**config.mk**
```make
export PLATFORM = sky130hd
export DESIGN_NAME = bp_bht_table
export DESIGN_NICKNAME = d
export VERILOG_FILES = /design/src/rtl/bp_pkg.sv /design/src/rtl/bp_sat_counter.sv /design/src/rtl/bp_bht_table.sv
export SDC_FILE = /design/constraint.sdc
export NUM_CORES = 1
export LEC_CHECK = 0
export ABC_AREA = 1
export CORE_MARGIN = 2
export CORE_UTILIZATION = 45
export CTS_CLUSTER_DIAMETER = 120
export DETAILED_ROUTE_END_ITERATION = 6
export GPL_ROUTABILITY_DRIVEN = 0
export REMOVE_ABC_BUFFERS = 1
export SYNTH_ARGS = -nofsm -noshare
export SYNTH_HDL_FRONTEND = slang
export SYNTH_SLANG_ARGS = --single-unit
```
**constraint.sdc**
```tcl
create_clock -name clk -period 3.8 [get_ports clk]
set_input_delay 0.76 -clock clk [delete_from_list [all_inputs] [get_ports clk]]
set_output_delay 0.76 -clock clk [all_outputs]
set_load 0.02 [all_outputs]
```
**src/rtl/bp_pkg.sv**
```systemverilog
// Shared branch-predictor types: 2-bit counter encodings and index sizing.
package bp_pkg;

    typedef enum logic [1:0] {
        SNT = 2'b00,
        WNT = 2'b01,
        WT  = 2'b10,
        ST  = 2'b11
    } cnt2_e;

    function automatic int idx_width(input int entries);
        return $clog2(entries);
    endfunction

endpackage

```
**src/rtl/bp_sat_counter.sv**
```systemverilog
// Next-value logic for one up/down saturating counter.
module bp_sat_counter #(
    parameter int CNT_W = 2
) (
    input  logic [CNT_W-1:0] cnt,
    input  logic             taken,
    output logic [CNT_W-1:0] cnt_nxt
);

    always_comb begin
        cnt_nxt = cnt;
        unique case (1'b1)
            taken && (cnt != '1): cnt_nxt = cnt + 1'b1;
            !taken && (cnt != '0): cnt_nxt = cnt - 1'b1;
            default: cnt_nxt = cnt;
        endcase
    end

endmodule

```
**src/rtl/bp_bht_table.sv**
```systemverilog
// Branch history table of saturating counters, bimodal by default.
// Define BP_GSHARE_EN to XOR a global history register into the index.
module bp_bht_table
    import bp_pkg::*;
#(
    parameter int ENTRIES = 64,
    parameter int CNT_W   = 2,
    parameter int HIST_W  = 6,
    parameter int PC_W    = 32
) (
    input  logic             clk,
    input  logic             reset,
    input  logic [PC_W-1:0]  lookup_pc,
    output logic             pred_taken,
    output logic [idx_width(ENTRIES)-1:0] pred_idx,
    input  logic             upd_valid,
    input  logic [idx_width(ENTRIES)-1:0] upd_idx,
    input  logic             upd_taken,
    input  logic             upd_mispredict,
    output logic [15:0]      mispred_cnt
);

    localparam int IDX_W = idx_width(ENTRIES);

    logic [CNT_W-1:0] tbl_q [ENTRIES];
    logic [CNT_W-1:0] tbl_d [ENTRIES];
    logic [CNT_W-1:0] upd_cnt_nxt;
    logic [15:0]      mispred_cnt_q;
    logic [15:0]      mispred_cnt_d;
    logic [IDX_W-1:0] base_idx;
    logic             pc_unused;

    assign base_idx  = lookup_pc[IDX_W+1:2];
    assign pc_unused = ^{lookup_pc[PC_W-1:IDX_W+2], lookup_pc[1:0]};

`ifdef BP_GSHARE_EN
    logic [HIST_W-1:0] ghr_q;
    logic [HIST_W-1:0] ghr_d;
    logic [IDX_W-1:0]  ghr_ext;

    always_comb begin
        ghr_ext = '0;
        ghr_ext[HIST_W-1:0] = ghr_q;
    end

    generate
        if (HIST_W == 1) begin : g_hist1
            assign ghr_d = upd_valid ? upd_taken : ghr_q;
        end else begin : g_histn
            assign ghr_d = upd_valid ? {ghr_q[HIST_W-2:0], upd_taken}
                                     : ghr_q;
        end
    endgenerate

    always_ff @(posedge clk) begin
        if (reset) ghr_q <= '0;
        else       ghr_q <= ghr_d;
    end

    assign pred_idx = base_idx ^ ghr_ext;
`else
    assign pred_idx = base_idx;
`endif

    // Reads see the registered table, so a same-cycle update is not bypassed.
    assign pred_taken  = tbl_q[pred_idx][CNT_W-1];
    assign mispred_cnt = mispred_cnt_q;

    bp_sat_counter #(
        .CNT_W   (CNT_W)
    ) u_sat (
        .cnt     (tbl_q[upd_idx]),
        .taken   (upd_taken),
        .cnt_nxt (upd_cnt_nxt)
    );

    always_comb begin
        tbl_d = tbl_q;
        if (upd_valid) tbl_d[upd_idx] = upd_cnt_nxt;
    end

    always_comb begin
        mispred_cnt_d = mispred_cnt_q;
        if (upd_valid && upd_mispredict && (mispred_cnt_q != 16'hFFFF))
            mispred_cnt_d = mispred_cnt_q + 16'd1;
    end

    always_ff @(posedge clk) begin
        if (reset) begin
            for (int i = 0; i < ENTRIES; i++) tbl_q[i] <= '0;
            mispred_cnt_q <= '0;
        end else begin
            tbl_q         <= tbl_d;
            mispred_cnt_q <= mispred_cnt_d;
        end
    end

endmodule

```
==> flow_metrics.tcl <==
set metrics [dict create \
    status "finished clean" \
    core_um2 17400 \
    tightest_slew_ns 0.905 \
    cp.arrival_ns 2.71 \
    path_max_fanout 29 \
    grt_max_degree 76 \
    multi_input_area_um2 4280 \
    power_leakage_nw 4.29 \
    synth_xor_xnor_area_share_pct 0.219 \
    portBuffers 39 \
    synthAdderAreaFrac_pct 0.157 \
    crit_chain "clkdlybuf4s50_1 -> buf_12 -> o21ai_0 -> o21ai_1 -> o21ai_0 -> o211ai_1 -> nand3b_1 -> nand2_1 -> dlygate4sd2_1" \
    vdd_drop_max_uv 315 \
    mostFrequentLayoutCells "nand2_1, nor2_1, dfxtp_1" \
    skew_ns 0.0102 \
    antenna_found_initial 0 \
    syn_area_um2 7990 \
    synth.mux.area_fraction_pct 0.250 \
    fin_crit_ns 3.47 \
    cts_inserted_buffers 17 \
    die_w_um 137 \
    grt_pass1_wl_mm 39.9 \
    rsz0062_at_grt "false" \
    yosysTopAreaCellShare_pct 36.1 \
    io-pin-count 66 \
    crit_path_end_kind "output port" \
    fin_util_pct 53.1 \
    synth_top_area_cell "dfxtp_1" \
    wl_per_cell_um 15.9 \
    cts_buffer_depth 2 \
    power_density_nw_per_um2 395 \
    dp_hpwl_mm 15.8 \
    worstPathRequired_ns 3.04 \
    clk_latency_ns 0.43 \
    postLayoutCellArea_um2 9220 \
    cp_common_cell "o21ai_0" \
    fin_ws_ns 0.331 \
    setup-tns-final_ns 0 \
    route.detailed.drc 0 \
    drtIter0Drc 819 \
    layout.nets 1405 \
    synth_compound_area_share_pct 14.1 \
    totalWireLength_mm 25.4 \
    preCtsSetupSlack_ns -0.0699 \
    synth_warnings 0 \
    ys_types 29 \
    ant_nets 0 \
    vias 8392 \
    clk_pin_slew_ns 0.06 \
    drive_above_1_share_pct 4.73 \
    cts_hold_buf 0 \
    synth-seq-area-share_pct 36.1 \
    syn_inst 1351 \
    critical-path-slowest-cell "clkdlybuf4s50_1" \
    grt_pass1_vias 7555 \
    grt_use_total_pct 27.7 \
    regArea_um2 2880 \
    ys_ff_latch 144 \
    cts_root_buffer "clkbuf_16" \
    die-area_um2 18800 \
    fp-row-count 48 \
    crit_buf_inv 3 \
    grt.overflow.total 0 \
    hold_viol 0 \
    fmax_mhz 288 \
    hold_class "reg -> reg" \
    cts_max_level 4 \
    cp_top_family "buffers and inverters" \
    crit_type "in -> out" \
    slew_viol_final 0 \
    cap_violations 0 \
    via_per_inst 5.25 \
    initial_core_util_pct 46.0 \
    critPathMaxStageDelay_ns 0.51 \
    dr.pass1.iters 5 \
    max_slew_margin_pct 39.6 \
    synth_top_family_by_area "simple AND/OR/NAND/NOR gates" \
    post-route-period-util_pct 91.3 \
    final_common_cell "nand2_1" \
    setup_viol_count_final 0 \
    cts_tree "done" \
    die_h_um 137 \
    n_antenna_cell 0 \
    placedInstanceArea_um2 8600 \
    cts_sinks 144 \
    synthSimpleGateAreaFrac_pct 38.7 \
    synth.area.top_cells "dfxtp_1, nand2_1, nor2_1, o21ai_0, inv_1" \
    area_delta_synth_final_pct 15.4 \
    worst_setup_path_start_kind "primary input" \
    fill_cells 1859 \
    avgSynthCellArea_um2 5.92 \
]
[cell families (layout without fill, tap and decap cells)]
kind of cell / after synthesis / after routing
AND/OR/NAND/NOR: 781 / 781
buffers and inverters: 204 / 227
adder cells (fa/ha/maj): 1 / 1
multiplexers: 2 / 2
AO/OA/AOI/OAI: 217 / 217
flip-flops: 144 / 144
XOR/XNOR: 2 / 2
[cell usage after synthesis]
cell type / number
buf_1: 1
nor4_1: 3
nor3_1: 12
clkbuf_1: 35
o211ai_1: 5
buf_2: 28
ha_1: 1
o21a_1: 3
nand4_1: 2
nand2_1: 406
clkinv_1: 1
mux2i_1: 2
a21oi_1: 82
dfxtp_1: 144
o32ai_1: 3
o22ai_1: 4
nand3b_1: 1
o21ai_1: 3
nand3_1: 94
o21ai_0: 115
o21bai_1: 1
inv_2: 2
or2_0: 3
nor2_1: 257
inv_1: 128
xnor2_1: 2
buf_4: 9
nand2_2: 3
o211a_1: 1
[what timing repair did]
item                                    4_1_cts  5_1_grt
gates resized for setup                       2        1
buffers inserted                              0        0
endpoints found under the setup margin        1        1
[through the flow]
stage | power (mW) | cells | hold slack, ns
after floorplan | 1.70 | 1278 | 0.501
after global routing | 3.75 | 1599 | 0.524
final | 3.64 | 1599 | 0.495
after global placement | 1.89 | 1567 | 0.469
after CTS | 3.66 | 1599 | 0.498
after detailed placement | 1.89 | 1567 | 0.482
[power by group]
part	leakage, nW	internal [mW]	switching, mW
sequential	1.16	1.52	0.00817
combinational	2.84	0.0969	0.238
clock	0.284	1.06	0.718
total	4.29	2.68	0.963
[layout make-up]
cell class                 instances  share of cell area (%)
tap                              225                    3.05
multi-input combinational       1003                    46.4
clock buffer                      18                    4.76
inverter                         131                    5.33
sequential                       144                    31.3
clock inverter                    14                    1.97
timing repair buffer              64                    7.26
[final timing paths]
kind                  start              to  slack (ns)  depth (start not counted)
max            lookup_pc[3]      pred_taken        0.33                          9
min reg2reg  mispred_cnt[3]  mispred_cnt[3]        0.50                          1
min          mispred_cnt[3]  mispred_cnt[3]        0.50                          1
max reg2reg  mispred_cnt[0]  mispred_cnt[9]        1.73                         11
[state kept, by name, summed over array words and instances, names as in the netlist]
signal	count
mispred_cnt	16
tbl_q	128
[per-layer routing]
| metal | track usage (%) | vias to the layer above | routed length (µm) |
|---|---|---|---|
| met3 | 4.60 | 36 | 1610 |
| met1 | 37.8 | 3794 | 11900 |
| li1 | - | 4279 | - |
| met2 | 44.4 | 283 | 11300 |
| met5 | 0 | - | 0 |
| met4 | 9.51 | 0 | 572 |
[worst register-to-register path, delay by kind of cell, from the launching register on]
kind            cells  cell delay (ns)
simple gates        8             1.15
flops               1             0.35
fa+ha+maj           1             0.24
compound gates      2             0.24
(Power assumes the default switching activity.)
